## src/rtl/vga_pkg.sv

```systemverilog
// Shared pixel types and screen geometry for the VGA pixel path.
package vga_pkg;

  localparam int X_W   = 8;
  localparam int Y_W   = 7;
  localparam int COL_W = 9;

  localparam logic [X_W-1:0] SCREEN_W = 8'd160;
  localparam logic [Y_W-1:0] SCREEN_H = 7'd120;

  typedef struct packed {
    logic [X_W-1:0]   x;
    logic [Y_W-1:0]   y;
    logic [COL_W-1:0] colour;
  } pixel_t;

  typedef enum logic {
    GNT_ERASE = 1'b0,
    GNT_DRAW  = 1'b1
  } grant_e;

  function automatic logic on_screen(input pixel_t p);
    return (p.x < SCREEN_W) && (p.y < SCREEN_H);
  endfunction

endpackage

```

## src/rtl/pixel_fifo.sv

```systemverilog
// DEPTH-entry pixel FIFO with occupancy count; head reads as zero when empty.
module pixel_fifo
  import vga_pkg::*;
#(
  parameter int DEPTH = 4
) (
  input  logic                     clk,
  input  logic                     resetn,
  input  logic                     push,
  input  pixel_t                   push_data,
  input  logic                     pop,
  output pixel_t                   head,
  output logic [$clog2(DEPTH):0]   count,
  output logic                     full
);

  localparam int AW = $clog2(DEPTH);
  localparam int CW = AW + 1;
  localparam logic [CW-1:0] FULL_CNT = CW'(DEPTH);

  if (!(DEPTH == 2 || DEPTH == 4 || DEPTH == 8)) begin : g_bad_depth
    $error("pixel_fifo: DEPTH must be 2, 4 or 8");
  end

  pixel_t          mem [DEPTH];
  logic [AW-1:0]   rd_ptr, wr_ptr;
  logic            empty, do_push, do_pop;

  assign full    = (count == FULL_CNT);
  assign empty   = (count == '0);
  assign do_push = push && !full;
  assign do_pop  = pop && !empty;
  assign head    = empty ? '0 : mem[rd_ptr];

  always_ff @(posedge clk) begin
    if (do_push) mem[wr_ptr] <= push_data;
  end

  // DEPTH is a power of two, so pointer wrap is plain binary rollover.
  always_ff @(posedge clk) begin
    if (!resetn) begin
      rd_ptr <= '0;
      wr_ptr <= '0;
      count  <= '0;
    end else begin
      if (do_push) wr_ptr <= wr_ptr + 1'b1;
      if (do_pop)  rd_ptr <= rd_ptr + 1'b1;
      case ({do_push, do_pop})
        2'b10:   count <= count + 1'b1;
        2'b01:   count <= count - 1'b1;
        default: count <= count;
      endcase
    end
  end

endmodule

```

## src/rtl/vga_pixel_mux.sv

```systemverilog
// Round-robin merge of erase/draw pixel streams into a FIFO feeding the VGA write port.
// Define VGA_PIXEL_CLIP_EN to drop (after handshake) pixels outside the 160x120 screen.
module vga_pixel_mux
  import vga_pkg::*;
#(
  parameter int DEPTH = 4
) (
  input  logic                    clk,
  input  logic                    resetn,
  input  logic                    erase_valid,
  input  logic [X_W-1:0]          erase_x,
  input  logic [Y_W-1:0]          erase_y,
  input  logic [COL_W-1:0]        erase_colour,
  output logic                    erase_ready,
  input  logic                    draw_valid,
  input  logic [X_W-1:0]          draw_x,
  input  logic [Y_W-1:0]          draw_y,
  input  logic [COL_W-1:0]        draw_colour,
  output logic                    draw_ready,
  input  logic                    hold,
  output logic                    plot,
  output logic [X_W-1:0]          x,
  output logic [Y_W-1:0]          y,
  output logic [COL_W-1:0]        colour,
  output logic [$clog2(DEPTH):0]  fifo_count
);

  pixel_t erase_pix, draw_pix, push_pix, head;
  grant_e last_grant;
  logic   full, erase_xfer, draw_xfer, push;

  assign erase_pix = '{x: erase_x, y: erase_y, colour: erase_colour};
  assign draw_pix  = '{x: draw_x,  y: draw_y,  colour: draw_colour};

  // Readiness depends only on the registered count, so a same-cycle pop never frees a slot.
  always_comb begin
    erase_ready = 1'b0;
    draw_ready  = 1'b0;
    if (resetn && !full) begin
      if (erase_valid && draw_valid) begin
        if (last_grant == GNT_DRAW) erase_ready = 1'b1;
        else                        draw_ready  = 1'b1;
      end else begin
        erase_ready = erase_valid;
        draw_ready  = draw_valid;
      end
    end
  end

  assign erase_xfer = erase_valid && erase_ready;
  assign draw_xfer  = draw_valid && draw_ready;
  assign push_pix   = draw_xfer ? draw_pix : erase_pix;

`ifdef VGA_PIXEL_CLIP_EN
  assign push = (erase_xfer || draw_xfer) && on_screen(push_pix);
`else
  assign push = erase_xfer || draw_xfer;
`endif

  always_ff @(posedge clk) begin
    if (!resetn)         last_grant <= GNT_DRAW;
    else if (erase_xfer) last_grant <= GNT_ERASE;
    else if (draw_xfer)  last_grant <= GNT_DRAW;
  end

  pixel_fifo #(.DEPTH(DEPTH)) u_fifo (
    .clk       (clk),
    .resetn    (resetn),
    .push      (push),
    .push_data (push_pix),
    .pop       (plot),
    .head      (head),
    .count     (fifo_count),
    .full      (full)
  );

  assign plot   = (fifo_count != '0) && !hold;
  assign x      = head.x;
  assign y      = head.y;
  assign colour = head.colour;

endmodule

```

## config.mk

```make
export PLATFORM = sky130hd
export DESIGN_NAME = vga_pixel_mux
export DESIGN_NICKNAME = d
export VERILOG_FILES = /design/src/rtl/vga_pkg.sv /design/src/rtl/pixel_fifo.sv /design/src/rtl/vga_pixel_mux.sv
export SDC_FILE = /design/constraint.sdc
export NUM_CORES = 1
export LEC_CHECK = 0
export CAP_MARGIN = 20
export CELL_PAD_IN_SITES_DETAIL_PLACEMENT = 1
export CELL_PAD_IN_SITES_GLOBAL_PLACEMENT = 1
export CORE_UTILIZATION = 30
export CTS_BUF_LIST = sky130_fd_sc_hd__clkbuf_2
export DETAILED_ROUTE_END_ITERATION = 10
export GPL_TIMING_DRIVEN = 0
export PLACE_DENSITY_LB_ADDON = 0.1
export SLEW_MARGIN = 15
export SYNTH_ARGS = -nofsm -noshare
export SYNTH_HDL_FRONTEND = slang
export SYNTH_HIERARCHICAL = 1
export SYNTH_SLANG_ARGS = --single-unit
export TNS_END_PERCENT = 20
```

## constraint.sdc

```tcl
create_clock -name clk -period 7.8 [get_ports clk]
set_clock_uncertainty 0.1 [all_clocks]
set_input_delay 1.56 -clock clk [delete_from_list [all_inputs] [get_ports clk]]
set_output_delay 1.56 -clock clk [all_outputs]
set_load 0.02 [all_outputs]
```

== After elaboration in Yosys (flattened, before gate mapping) ==
Memories as Yosys holds them, arrays and structs flattened. A register that Yosys moved wholly into a read port is not among the register bits.
Index checks and enable logic that the tools add are counted.

* Input bits: 53
* Flip-flop bits (word level): 8
* RAM bits: 96
* Memories: 1
* Output and inout bits: 30
* Word-level logic and storage cells: 42

* Reductions and logical operators: 15
* Muxes and demuxes: 15
* Add/sub/neg operators: 4
* Equality and inequality tests: 3

{| class="wikitable"
|+ Memories
! memory !! depth !! bits a word !! read ports !! clocked after memory_dff !! wr ports !! RTL line !! RTL
|-
| u_fifo.mem || 4 || 24 || 1 || 1 || 1 || pixel_fifo.sv:25 || <nowiki>pixel_t mem [DEPTH];</nowiki>
|}

{| class="wikitable"
|+ Operators with widths
! kind !! count
|-
| $mux W24 || 2
|-
| $mux W1 || 10
|-
| $logic_and A1 B1 Y1 || 7
|-
| $pmux W3 S2 || 1
|-
| $add A2 B1 Y2 const B || 2
|-
| $mux W2 || 2
|-
| $reduce_bool A2 Y1 || 2
|-
| $add A3 B1 Y3 const B || 1
|-
| $eq A3 B3 Y1 const B || 1
|-
| $logic_not A1 Y1 || 3
|-
| $logic_not A3 Y1 || 1
|-
| $reduce_bool A3 Y1 || 1
|-
| $sub A3 B1 Y3 const B || 1
|-
| $eq A2 B1 Y1 const B || 1
|-
| $eq A2 B2 Y1 const B || 1
|-
| $logic_or A1 B1 Y1 || 1
|}

== Longest topological paths before layout ==
Gate-level depths: netlist (run 1).

* Depth after elaboration: 9
* Gate-level depth with buffers: 13

== By module ==
Netlist (run 1), hierarchy kept.

{| class="wikitable"
|+ By module, submodules not included
! module !! area an instance (µm²) !! instances !! seq. area each (µm²) !! cells each
|-
| pixel_fifo || 4116.4 || 1 || 3062.9 || 206
|-
| vga_pixel_mux || 445.4 || 1 || 20.0 || 37
|}

== Worst setup path before layout (run 1) ==
Ideal clock, no wire load.

* Path type: input to output
* From: input erase_valid
* To: output draw_ready
* Arrival: 2.164 ns
* Path buffers: 1
* Stages on the path: 4
* Slack: 3.976 ns
* Cells stage by stage: nand2_1 nand4b_4 buf_6 inv_1

* Cells in the longest elaborated chain, start to end: 3

{| class="wikitable"
|+ RTL lines
! item !! RTL line !! RTL
|-
| from (decl) || vga_pixel_mux.sv:10 || <nowiki>input logic erase_valid,</nowiki>
|-
| $logic_and A1 B1 Y1 || vga_pixel_mux.sv:40 || <nowiki>if (erase_valid && draw_valid) begin</nowiki>
|-
| $mux W1 || vga_pixel_mux.sv:40 ||
|-
| $mux W1 || vga_pixel_mux.sv:39 || <nowiki>if (resetn && !full) begin</nowiki>
|-
| to (decl) || vga_pixel_mux.sv:19 || <nowiki>output logic draw_ready,</nowiki>
|}

No other way between the ends.

== Worst setup path after layout (run 1) ==
* From: input resetn
* To: output draw_ready

* Cells in the longest elaborated chain, start to end: 2

{| class="wikitable"
|+ RTL lines
! item !! RTL line !! RTL
|-
| from (decl) || vga_pixel_mux.sv:9 || <nowiki>input logic resetn,</nowiki>
|-
| $logic_and A1 B1 Y1 || vga_pixel_mux.sv:39 ||
|-
| $mux W1 || vga_pixel_mux.sv:39 ||
|}

No other way between the ends.

==> flow_metrics.py, run 1 <==
metrics = {
    "routing": {
        "ant_nets": 0,
        "viasPerCell": 4.583,
        "route.detailed.drc": 2,
        "routedWlPerCell_um": 17.31,
        "dr.pass1.iters": 9,
        "wirelength_mm": 9.055,
        "vias": 2397,
        "drtIter0Drc": 148,
    },
    "cells_and_area": {
        "syn_to_final_growth_pct": 24.66,
        "drive_above_1_share": 0.2094,
        "fillers": 1485,
        "final_area_mm2": 0.005687,
        "antennaDiodeCount": 0,
        "seqCellArea_mm2": 0.003083,
        "multi_input_area_mm2": 0.001369,
        "layout.cells.non_filler": 523,
        "final_nets": 395,
    },
    "logic_synthesis": {
        "async_reset_ff_frac": 0,
        "ys.flop_type": "edfxtp_1",
        "syn_area_mm2": 0.004562,
        "syn_area_per_cell_um2": 18.77,
        "synth_seq_area_share": 0.6758,
        "synth_cells": 243,
        "synth.distinct_cells": 30,
        "synthesis.nets": 302,
        "synth-edff-count": 96,
        "yosys_register_bits": 106,
        "yosysWarnings": 6,
    },
    "setup_path": {
        "cpMaxStageDelayCell": "clkdlybuf4s50_1",
        "crit_required_ns": 6.14,
        "arrival_ns": 3.27,
        "cp-startpoint": "resetn",
        "crit_end": "draw_ready",
        "rr_worst_depth": 13,
        "worstSetupEndpointType": "primary output",
        "reg2reg_slack_ns": 4.55,
        "cpPeakStageDelay_ns": 0.59,
        "cp-start-kind": "input port",
        "worstReg2RegEnd": "u_fifo/count[2]",
        "cp_max_fo": 10,
        "worst_path_most_repeated_cell": "clkdlybuf4s50_1",
        "critPathKind": "in2out",
        "path_cells": "clkdlybuf4s50_1, nand4b_4, buf_6, inv_1, clkdlybuf4s50_1",
        "r2r_start": "u_fifo/count[2]",
    },
    "pwr": {
        "comb_power_share": 0.278,
        "switching_share": 0.2884,
        "p_int_w": 0.0008622,
        "vdd_drop_max_mv": 0.05999,
        "p_sw_w": 0.0003495,
        "pwr-share-seq": 0.555,
        "clkPwrFrac": 0.167,
        "p_leak_nw": 1.873,
        "powerDensity_mw_per_mm2": 213.1,
    },
    "clock_network": {
        "clockBufferDepth": 2,
        "cts_hold_buf": 0,
        "cts_root_buf": "clkbuf_2",
        "ctsResizeCount": 0,
        "cts_inserted_buffers": 9,
        "h-tree-depth": 3,
        "clk_pin_slew_ns": 0.22,
        "post_cts_buffers": 0,
        "clock_latency_ns": 0.55,
        "cts_tree": "yes",
        "clock_sinks": 106,
    },
    "outcome": {
        "outcome": "finished with violations",
        "violations": "DRC",
    },
    "sta": {
        "setup_tns_ns": 0,
        "grt_setup_unrepaired": "no",
        "fin_crit_ns": 4.931,
        "relSlewSlack": 0.4922,
        "hold_slack_ns": 0.4034,
        "drv_slew": 0,
        "fmax_mhz": 202.8,
        "hold_violations": 0,
        "tightestPinTransition_ns": 0.7576,
        "setup_ws_ns": 2.869,
        "fin_crit_sh": 0.6322,
        "setup_viol": 0,
    },
    "global_route": {
        "overflow": 0,
        "grt_pass1_vias": 2600,
        "antenna_found_initial": 0,
        "grt_pass1_wl_mm": 14.08,
        "track_usage": 0.1214,
        "grt_max_degree": 25,
    },
    "die": {
        "core_mm2": 0.01470,
        "start_util": 0.3104,
        "die_x_um": 125.3,
        "rows": 44,
        "dieArea_mm2": 0.01570,
        "io_pins": 83,
        "die_h_um": 125.3,
    },
    "run": {
        "drv_cap": 0,
    },
    "place": {
        "dp_hpwl_mm": 5.845,
        "gp_congestion": 0.6428,
        "placement.io_buffers": 82,
        "post-place-ws_ns": 2.822,
        "placed_area_mm2": 0.005618,
        "dp.cells": 509,
    },
    "worst_hold_path": {
        "min_path_cells": 2,
        "min_path_type": "reg2reg",
    },
}
critical path, delay by kind of cell:
family | cells | cell delay (ns)
AND/OR/NAND/NOR | 1 | 0.25
buffers and inverters | 4 | 1.46
worst min path at each step:
stage / endpoint / start / slack (ns)
after floorplan: last_grant / last_grant / 0.36
after global placement: last_grant / last_grant / 0.38
after detailed placement: last_grant / last_grant / 0.38
after CTS: last_grant / last_grant / 0.41
after global routing: last_grant / last_grant / 0.44
final: last_grant / last_grant / 0.40
cell usage in the layout (no fill, tap or decap), drive strengths merged:
cell type      synthesis  layout
a21oi                  1       1
nor2b                 26      26
nand3b                 1       1
mux2i                  2       2
ha                     5       5
nand4bb                1       1
inv                    8       8
and2                   6       6
o21ai                  5       5
a31oi                  1       1
nor3                   2       2
or3                    2       2
dfxtp                 10      10
xnor2                  1       1
buf                    7       7
nor2                   1       1
clkbuf                 5      14
nor3b                  1       1
clkdlybuf4s50          0      82
nand2b                 1       1
nand4b                 1       1
mux2                  24      24
fa                     1       1
clkinv                 0       5
a21boi                 2       2
mux4                  24      24
nand2                  8       8
edfxtp                96      96
xor2                   1       1
flip-flops by register name, summed over array words and instances, names as in the netlist, named ones only:
name           flops
u_fifo/mem        96
u_fifo/count       3
u_fifo/rd_ptr      2
u_fifo/wr_ptr      2
last_grant         1
cells in the mapped netlist, types with 2 or more instances:
| cell | instances | area (µm²) |
|---|---|---|
| o21ai_0 | 5 | 25.02 |
| clkbuf_1 | 5 | 18.77 |
| nand2_1 | 8 | 30.03 |
| edfxtp_1 | 96 | 2883 |
| buf_2 | 2 | 10.01 |
| inv_1 | 8 | 30.03 |
| a21boi_0 | 2 | 15.01 |
| ha_1 | 5 | 62.56 |
| mux2_2 | 7 | 78.83 |
| dfxtp_1 | 10 | 200.2 |
| or3_1 | 2 | 12.51 |
| mux4_2 | 24 | 540.5 |
| and2_1 | 6 | 37.54 |
| mux2i_1 | 2 | 20.02 |
| nor2b_1 | 26 | 162.7 |
| mux2_4 | 17 | 255.2 |
| buf_6 | 5 | 56.30 |
per-stage QoR:
| stage | total power, W | util |
|---|---|---|
| 2_1_floorplan | 0.0008750 | - |
| 3_3_place_gp | 0.001028 | 0.3819 |
| 3_5_place_dp | 0.001032 | 0.3822 |
| 4_1_cts | 0.001235 | 0.3869 |
| 5_1_grt | 0.001277 | 0.3869 |
| 6_report | 0.001212 | 0.3869 |
area by class of cell:
cell class | count | share of cell area
repair buffers | 82 | 0.1443
clock inverters | 5 | 0.004180
well taps | 184 | 0.04048
plain buffers | 12 | 0.01496
inverters | 8 | 0.005281
multi-input cells | 117 | 0.2407
clock buffers | 9 | 0.007921
flip-flops and latches | 106 | 0.5421
power groups by stage:
stage / Clock, W / Combinational, W / Sequential (W)
after global placement: 0 / 0.000343 / 0.000685
after CTS: 0.000214 / 0.000348 / 0.000673
after global routing: 0.000234 / 0.000367 / 0.000676
final: 0.000202 / 0.000337 / 0.000673
after floorplan: 0 / 0.000190 / 0.000685
after detailed placement: 0 / 0.000347 / 0.000685
cell families (layout without fill, tap and decap cells):
logic type	Yosys count	count (layout)	share of synthesized area
buffers and inverters	20	116	0.02523
multiplexers	50	50	0.1961
AO/OA/AOI/OAI	9	9	0.01124
flip-flops	106	106	0.6758
adder cells (fa/ha/maj)	6	6	0.01810
AND/OR/NAND/NOR	50	50	0.06967
XOR/XNOR	2	2	0.003841
layer usage:
layer	global-route usage	wire (µm)
met4	0.05165	126
met3	0.02910	334
met2	0.1939	4253
met1	0.1583	4340
met5	0	0
Note: power is estimated with default switching activity, not from simulation.
==> run 2: changes to the inputs <==
clock period = 4.5 ns   (was 7.8 ns; I/O delays follow)
==> results of run 2 <==
Same layout as run 1 (identical final DEF). Status: finished with violations: DRC.
Main changes from that run: setup slack after placement 2.822 ns -> 0.6342 ns; setup slack after layout 2.869 ns -> 0.6447 ns; start point of the critical path resetn -> u_fifo/count[0]; end point of the critical path draw_ready -> y[6]; register-to-register setup slack 4.55 ns -> 1.25 ns; total power 0.001212 W -> 0.002100 W; worst IR drop on VDD 0.05999 mV -> 0.1040 mV
